==> config.mk <==
export PLATFORM = sky130hd
export DESIGN_NAME = dlx_regfile_sb_flat
export DESIGN_NICKNAME = d
export VERILOG_FILES = /design/src/rtl/dlx_regfile_pkg.sv /design/src/rtl/dlx_regfile_sb_if.sv /design/src/rtl/dlx_scoreboard.sv /design/src/rtl/dlx_regfile_sb.sv /design/src/flat_wrapper.sv
export SDC_FILE = /design/constraint.sdc
export NUM_CORES = 2
export LEC_CHECK = 0
export CORE_MARGIN = 3
export CORE_UTILIZATION = 40
export DETAILED_ROUTE_END_ITERATION = 10
export GPL_ROUTABILITY_DRIVEN = 0
export SETUP_SLACK_MARGIN = 0.5
export SYNTH_ARGS = -nofsm -noshare
export SYNTH_HDL_FRONTEND = slang
export SYNTH_SLANG_ARGS = --single-unit
==> constraint.sdc <==
create_clock -name clk -period 3.1 [get_ports clk]
set_clock_uncertainty 0.2 [all_clocks]
set_input_delay 0.62 -clock clk [delete_from_list [all_inputs] [get_ports clk]]
set_output_delay 0.62 -clock clk [all_outputs]
set_load 0.005 [all_outputs]
==> src/rtl/dlx_regfile_pkg.sv <==
// Shared types and defaults for the DLX register file with scoreboard.
// Parametrised modules derive their own widths; the typedefs fix the default configuration.
package dlx_regfile_pkg;

  localparam int DLX_XLEN  = 32;
  localparam int DLX_NREGS = 32;
  localparam int DLX_AW    = $clog2(DLX_NREGS);

  typedef logic [DLX_AW-1:0]   reg_addr_t;
  typedef logic [DLX_XLEN-1:0] word_t;

  localparam int REG_ZERO = 0;

endpackage

==> src/rtl/dlx_regfile_sb_if.sv <==
// Decode/writeback side bus of the register file: read ports, writeback, issue and busy status.
interface dlx_regfile_sb_if
  import dlx_regfile_pkg::*;
#(
  parameter int XLEN  = DLX_XLEN,
  parameter int NREGS = DLX_NREGS,
  parameter int NRD   = 2
);

  localparam int AW = $clog2(NREGS);

  logic [NRD-1:0]           rd_en;
  logic [NRD-1:0][AW-1:0]   rs_addr;
  logic [NRD-1:0][XLEN-1:0] rs_data;
  logic [NRD-1:0]           rs_busy;
  logic                     wr_en;
  logic [AW-1:0]            wr_addr;
  logic [XLEN-1:0]          wr_data;
  logic                     iss_en;
  logic [AW-1:0]            iss_addr;
  logic                     any_busy;

  modport master (
    output rd_en, rs_addr, wr_en, wr_addr, wr_data, iss_en, iss_addr,
    input  rs_data, rs_busy, any_busy
  );

  modport slave (
    input  rd_en, rs_addr, wr_en, wr_addr, wr_data, iss_en, iss_addr,
    output rs_data, rs_busy, any_busy
  );

endinterface

==> src/rtl/dlx_scoreboard.sv <==
// One busy bit per architectural register; set by issue, cleared by writeback, set wins.
// Query outputs are combinational and already account for the current-cycle writeback and issue.
module dlx_scoreboard
  import dlx_regfile_pkg::*;
#(
  parameter  int NREGS = DLX_NREGS,
  parameter  int NQ    = 2,
  localparam int AW    = $clog2(NREGS)
) (
  input  logic                 clk,
  input  logic                 reset_n,
  input  logic                 iss_en,
  input  logic [AW-1:0]        iss_addr,
  input  logic                 wr_en,
  input  logic [AW-1:0]        wr_addr,
  input  logic [NQ-1:0][AW-1:0] q_addr,
  output logic [NQ-1:0]        q_busy,
  output logic                 any_busy
);

  logic [NREGS-1:0] busy_q, busy_d;
  logic             any_busy_q, any_busy_d;

  always_comb begin
    busy_d = busy_q;
    if (wr_en) busy_d[wr_addr] = 1'b0;
    // Applied after the clear so a new producer replaces the retiring one.
    if (iss_en) busy_d[iss_addr] = 1'b1;
    busy_d[REG_ZERO] = 1'b0;
    any_busy_d = |busy_d;
  end

  always_comb begin
    q_busy = '0;
    for (int i = 0; i < NQ; i++) begin
      q_busy[i] = busy_q[q_addr[i]]
                & ~(wr_en  && (wr_addr  == q_addr[i]))
                & ~(iss_en && (iss_addr == q_addr[i]));
    end
  end

  always_ff @(posedge clk or negedge reset_n) begin
    if (!reset_n) begin
      busy_q     <= '0;
      any_busy_q <= 1'b0;
    end else begin
      busy_q     <= busy_d;
      any_busy_q <= any_busy_d;
    end
  end

  assign any_busy = any_busy_q;

endmodule

==> src/rtl/dlx_regfile_sb.sv <==
// DLX integer register file: NRD registered read ports, one write port with same-cycle bypass,
// and a scoreboard flagging sources whose producer has issued but not yet written back.
module dlx_regfile_sb
  import dlx_regfile_pkg::*;
#(
  parameter int XLEN  = DLX_XLEN,
  parameter int NREGS = DLX_NREGS,
  parameter int NRD   = 2
) (
  input logic                clk,
  input logic                reset_n,
  dlx_regfile_sb_if.slave    bus
);

  localparam int AW = $clog2(NREGS);

  logic [XLEN-1:0]          regs_q [NREGS];
  logic [XLEN-1:0]          regs_d [NREGS];
  logic [NRD-1:0][XLEN-1:0] rs_data_q, rs_data_d;
  logic                     wr_live;
  logic [NRD-1:0]           rs_busy;
  logic                     any_busy;

  always_comb begin
    wr_live = bus.wr_en && (bus.wr_addr != AW'(REG_ZERO));
    regs_d  = regs_q;
    if (wr_live) regs_d[bus.wr_addr] = bus.wr_data;

    rs_data_d = rs_data_q;
    for (int i = 0; i < NRD; i++) begin
      if (bus.rd_en[i]) begin
        // Bypass: a reader in the writeback cycle sees the new value, not the stale entry.
        if (wr_live && (bus.wr_addr == bus.rs_addr[i])) rs_data_d[i] = bus.wr_data;
        else                                          rs_data_d[i] = regs_q[bus.rs_addr[i]];
      end
    end
  end

  always_ff @(posedge clk or negedge reset_n) begin
    if (!reset_n) begin
      for (int r = 0; r < NREGS; r++) regs_q[r] <= '0;
      rs_data_q <= '0;
    end else begin
      regs_q    <= regs_d;
      rs_data_q <= rs_data_d;
    end
  end

  dlx_scoreboard #(
    .NREGS (NREGS),
    .NQ    (NRD)
  ) u_scoreboard (
    .clk      (clk),
    .reset_n  (reset_n),
    .iss_en   (bus.iss_en),
    .iss_addr (bus.iss_addr),
    .wr_en    (bus.wr_en),
    .wr_addr  (bus.wr_addr),
    .q_addr   (bus.rs_addr),
    .q_busy   (rs_busy),
    .any_busy (any_busy)
  );

  assign bus.rs_data  = rs_data_q;
  assign bus.rs_busy  = rs_busy;
  assign bus.any_busy = any_busy;

endmodule

==> src/flat_wrapper.sv <==
// flat-port wrapper written by rule: the top's interface ports become plain ports
module dlx_regfile_sb_flat import dlx_regfile_pkg::*;
#(
  parameter int XLEN  = DLX_XLEN,
  parameter int NREGS = DLX_NREGS,
  parameter int NRD   = 2
)
  (clk, reset_n, bus_rd_en, bus_rs_addr, bus_wr_en, bus_wr_addr, bus_wr_data, bus_iss_en, bus_iss_addr, bus_rs_data, bus_rs_busy, bus_any_busy);
  dlx_regfile_sb_if #(.XLEN(XLEN), .NREGS(NREGS), .NRD(NRD)) bus_i ();
  input logic clk;
  input logic reset_n;
  input wire logic [$bits(bus_i.rd_en)-1:0] bus_rd_en;
  input wire logic [$bits(bus_i.rs_addr)-1:0] bus_rs_addr;
  input wire logic [$bits(bus_i.wr_en)-1:0] bus_wr_en;
  input wire logic [$bits(bus_i.wr_addr)-1:0] bus_wr_addr;
  input wire logic [$bits(bus_i.wr_data)-1:0] bus_wr_data;
  input wire logic [$bits(bus_i.iss_en)-1:0] bus_iss_en;
  input wire logic [$bits(bus_i.iss_addr)-1:0] bus_iss_addr;
  output wire logic [$bits(bus_i.rs_data)-1:0] bus_rs_data;
  output wire logic [$bits(bus_i.rs_busy)-1:0] bus_rs_busy;
  output wire logic [$bits(bus_i.any_busy)-1:0] bus_any_busy;
  assign bus_i.rd_en = bus_rd_en;
  assign bus_i.rs_addr = bus_rs_addr;
  assign bus_i.wr_en = bus_wr_en;
  assign bus_i.wr_addr = bus_wr_addr;
  assign bus_i.wr_data = bus_wr_data;
  assign bus_i.iss_en = bus_iss_en;
  assign bus_i.iss_addr = bus_iss_addr;
  assign bus_rs_data = bus_i.rs_data;
  assign bus_rs_busy = bus_i.rs_busy;
  assign bus_any_busy = bus_i.any_busy;
  dlx_regfile_sb #(.XLEN(XLEN), .NREGS(NREGS), .NRD(NRD)) u_core (.clk(clk), .reset_n(reset_n), .bus(bus_i));
endmodule
# After elaboration in Yosys (flattened, before gate mapping)
# Cells that the tools add are included.
[word_totals]
reg_bits = 1120
inputBits = 58
out_inout_bits = 67
elab_cells = 97
[classes]
order_cmp = 10
n_eq_ne = 4
mux = 21
n_bitwise = 14
n_reduce_logical = 12
[ops]
columns = ["op", "count"]
rows = [
  ["bitwise mux 1024 bit", 1],
  ["binary-select mux 32 bit (select 5 bit)", 2],
  ["two-way mux 32 bit", 9],
  ["demux 32 bit (select 5 bit)", 1],
  ["AND 32 bit", 1],
  ["inverter 32 bit", 1],
  ["bitwise OR 32 bit", 1],
  ["OR reduction 31 bit", 1],
  ["< comparator 5 x 6 -> 1 bit, second input constant", 4],
  ["equality test 5 bit", 4],
  [">= comparator 6 bit, second input constant", 3],
  ["inverter 5 -> 6 bit", 3],
  ["binary-select mux 1 bit (select 5 bit)", 2],
  ["demux 1 bit (select 5 bit)", 2],
  [">= comparator 5 x 1 -> 1 bit, second input constant", 2],
  ["logical AND 1 bit", 10],
  ["< comparator 6 x 1 -> 1 bit, second input constant", 1],
  ["nonzero test 5 bit", 1],
  ["AND 1 bit", 4],
  ["two-way mux 1 bit", 4],
  ["inverter 1 bit", 4],
]

# Depth between registers and ports, before layout
[logic_depth]
ltp_word = 10
ltp_mapped = 10
depth_no_buf = 5

# Modules after synthesis
# A second synthesis with hierarchy kept.
[hier_totals]
hier_cells = 3851
area_unflattened_um2 = 58328.4
[modules_own_cells]
columns = ["mod", "n_inst", "cells_per_inst", "area_each_um2"]
rows = [
  ["dlx_regfile_sb", 1, 3645, 56171.4],
  ["dlx_scoreboard", 1, 206, 2157.1],
]

# Worst setup path after synthesis
# Ideal clock, no wire load.
[synth_timing]
path_type = "input to output"
startpoint = "in bus_rs_addr[6]"
endpoint = "out bus_rs_busy[1]"
arrival_time_ps = 2403
required_ps = 2280
slack_ps = -123
path_stages = 7
path_cell_list = "buf_2 > buf_2 > buf_1 > mux4_2 > mux4_2 > nand2_1 > a21oi_1"
[synth_between]
elab_chain_cells = 5
elab_cells_between_ends = 10
[synth_rtl]
columns = ["item", "line_no", "source"]
rows = [
  ["from (decl)", "flat_wrapper.sv:13", "input wire logic [$bits(bus_i.rs_addr)-1:0] bus_rs_addr;"],
  ["branches (longest 4 deep; another with binary-select mux 1 bit (select 5 bit))", "--", ""],
  ["AND 1 bit *", "dlx_scoreboard.sv:38", "& ~(iss_en && (iss_addr == q_addr[i]));"],
  ["to (decl)", "flat_wrapper.sv:20", "output wire logic [$bits(bus_i.rs_busy)-1:0] bus_rs_busy;"],
]
# Mark *: on every way between the ends. The select of a mux whose other input is x is not followed.

# Final worst setup path
[layout_timing]
startpoint = "reg u_core.u_scoreboard.busy_q[21]"
endpoint = "out bus_rs_busy[0]"
[layout_between]
elab_chain_cells = 4
[layout_rtl]
columns = ["item", "line_no", "source"]
rows = [
  ["from (decl)", "dlx_scoreboard.sv:21", "logic [NREGS-1:0] busy_q, busy_d;"],
  ["from (signal assigned)", "dlx_scoreboard.sv:47", "busy_q <= busy_d;"],
  ["binary-select mux 1 bit (select 5 bit)", "dlx_scoreboard.sv:36", "q_busy[i] = busy_q[q_addr[i]]"],
  ["two-way mux 1 bit (implied by the code)", "dlx_scoreboard.sv:36", ""],
  ["AND 1 bit", "dlx_scoreboard.sv:37", "& ~(wr_en && (wr_addr == q_addr[i]))"],
  ["AND 1 bit", "dlx_scoreboard.sv:38", ""],
]
# No other way between the ends. The select of a mux whose other input is x is not followed.

==> run metrics <==
DRT antenna net count=0; via count=37910; RSZ-0062 raised after global routing=yes; antenna violations before repair=6; Placed Cells=5871; Congestion Overflow GR=0; min-delay worst type=input port to asynchronous set/reset pin; total power=between 40 and 50 mW; final instance area=between 0.07 and 0.08 mm^2; fin nets=4153; Ys Warns=0; Rel. slew slack=0.3739; worst-margin pin slew=0.9392 ns; setup ws final=-0.2950 ns; Via density=~6.2; pre-CTS WS=-0.5283 ns; core area=approximately 0.15 mm^2; syn nets=3959; number of port buffers=around 120; Die Height=between 300 and 400 um; Max Slew Vio Count=0; CP max FO=3; HPWL after DPL=119400 um; total track usage=0.2516; Crit. End Element=output port; pwr/cell area=628.1 mW/mm^2; Area Overhead vs Synth=18.56%; detailed-router iteration count before antenna repair=6; MaxCap Viol Count=0; initial drt markers=2963; Startpoint Class=register; Placement Cell Area=0.06581 mm^2; Root Buffer=clkbuf_16; Layout Utilization=0.4801; highest clock rate=about 290 MHz; final wirelength=190000 um; Fin. Hold Viols=0; initial core utilization=0.4049; die width=between 300 and 400 um; Mapped Cells=~3900; Post-synth ARST share=1.000; Lkg Pwr=30.04 nW; EDFF count, synth=0; Residual DRC=0; CTS Sinks=1120; Rows=between 100 and 150; WL/cell=31.10 um; vias in the first global route=39750; min Tclk post-route=3.395 ns; Peak supply drop=~0.49 mV; final setup fails=2; worst hold slack=0.1569 ns; CTS Buffer Depth=3; fin crit share=1.095; status=complete, but fails checks; worst path required time=2.28 ns; setup TNS=-0.4728 ns; largest net degree at the start of global routing=106; TritonCTS clock tree=done; Critical Path AT=roughly 2.6 ns; Mapped Area=0.05930 mm^2; Syn Area/Cell=15.20 um^2; first-pass GRT wire length=281700 um; Synth Register Bits=1120; TritonCTS Buffers=131; sequential area share after synthesis=0.4726; CP Class=register to output port; clock network latency to the later pin of the worst-skew pair=between 0.7 and 0.8 ns; Clock Pin Slew Worst Setup and Hold Paths=around 0.060 ns; Post-synth top flop=dfrtp_1; Top Ports=125; violated checks=negative setup slack; unique cell type count in the Yosys netlist=53; full die area=roughly 0.15 mm^2; CTS H-tree lvls=4; share of post-route cells with drive strength above 1=0.5381; non-filler instance count after layout=6110
-- worst paths after layout --
path	from	to	slack, ns	cells past startpoint
min reg2reg	u_core.regs_q[1006]	u_core.regs_q[1006]	0.19	0
min	reset_n	u_core.regs_q[639]	0.16	2
min in group clk	u_core.regs_q[1006]	u_core.regs_q[1006]	0.19	0
max reg2reg	u_core.regs_q[530]	u_core.bus.rs_data[50]	0.86	4
max in group asynchronous	reset_n	u_core.bus.rs_data[11]	1.48	4
max	u_core.u_scoreboard.busy_q[21]	bus_rs_busy[0]	-0.29	5
-- metal layers --
| metal | share of wire | global-route usage | vias up |
|---|---|---|---|
| met2 | 0.47 | 0.3999 | 1289 |
| met3 | 0.062 | 0.04604 | 335 |
| met4 | 0.032 | 0.07999 | 0 |
| met1 | 0.43 | 0.3514 | 20810 |
| met5 | 0 | 0 | - |
| li1 | - | - | 15470 |
-- what timing repair did --
action | 4_1_cts | 5_1_grt
endpoints found under the setup margin | 29 | 39
cloned | 0 | 1
hold buffers | 1 | 0
resized for setup | 50 | 16
buffers inserted | 0 | 6
pin swaps | 2 | 3
hold endpoints to repair | 132 | 0
-- synth_stat cells, drive strengths merged (2+ instances only) --
cell / count / share of area
a21oi: 47 / 0.0040
a211o: 2 / 0.00030
nand3: 3 / 0.00025
nor2: 31 / 0.0020
nand4bb: 3 / 0.00057
nand4b: 3 / 0.00044
o31ai: 2 / 0.00025
and4b: 3 / 0.00051
nand2: 105 / 0.0066
o2111ai: 11 / 0.0016
nor4: 6 / 0.00063
xor2: 8 / 0.0012
nor2b: 62 / 0.0065
nand4: 8 / 0.00084
a221oi: 11 / 0.0016
mux2i: 88 / 0.015
clkbuf: 278 / 0.018
a31oi: 4 / 0.00042
nor4bb: 3 / 0.00051
a22o: 3 / 0.00044
dfrtp: 1120 / 0.47
a2111oi: 25 / 0.0037
buf: 156 / 0.013
inv: 17 / 0.0011
and2: 56 / 0.0059
o311ai: 2 / 0.00030
o211ai: 35 / 0.0044
a22oi: 13 / 0.0016
a2111o: 28 / 0.0053
nor3b: 2 / 0.00025
o21ai: 72 / 0.0061
mux2: 1025 / 0.19
a211oi: 29 / 0.0037
nor4b: 3 / 0.00044
mux4: 574 / 0.22
nor3: 2 / 0.00017
and3: 4 / 0.00042
xnor2: 12 / 0.0018
nand2b: 36 / 0.0038
-- report_power, final --
part	internal (mW)	leakage [nW]	switching, mW	total, mW
registers	17.5	14.3	2.12	19.6
logic	5.74	13.6	3.35	9.08
clock network	9.12	2.13	6.38	15.5
total	32.3	30.0	11.9	44.2
-- placed cells by master, fill, tap and decap left out, drive strengths merged, types with 62 or more instances in the layout --
| cell type | synthesis | layout |
|---|---|---|
| mux2 | 1025 | 1025 |
| clkbuf | 278 | 191 |
| buf | 156 | 382 |
| nor2b | 62 | 62 |
| mux2i | 88 | 88 |
| o21ai | 72 | 72 |
| mux4 | 574 | 574 |
| dfrtp | 1120 | 1120 |
| clkdlybuf4s50 | 0 | 95 |
| nand2 | 105 | 105 |
-- cells by family after synthesis --
logic type                count (synthesis)  share of synthesized area
AOI/OAI and AO/OA                       288                    0.03446
xor gates and xnor gates                 20                   0.002954
buffers and inverters                   451                    0.03188
DFF                                    1120                     0.4726
muxes                                  1687                     0.4275
and+or+nand+nor                         335                    0.03055
-- sequential cells by signal, summed over array words and instances (netlist names) --
register / flops
u_core.bus.rs_data: 64
u_core.regs_q: 1024
u_core.u_scoreboard.busy_q: 31
u_core.u_scoreboard.any_busy: 1
-- area by class of cell --
cell class | instances | area (um^2)
multi-input cells | 2330 | 29730
fillers | 12580 | 76140
flip-flops and latches | 1120 | 28050
clock buffers | 190 | 3882
diodes | 2 | 5.005
inverters | 17 | 68.82
well taps | 1917 | 2399
repair buffers | 495 | 5751
clock inverters | 39 | 415.4
-- worst max-delay path: stages, from the launching register on --
cell and delay [ns]:
dfrtp_1 0.42, mux4_2 0.49, mux4_2 0.47, mux2i_1 0.17
a311oi_1 0.10, buf_2 0.17
No activity file was read; power rests on OpenSTA's default activity.
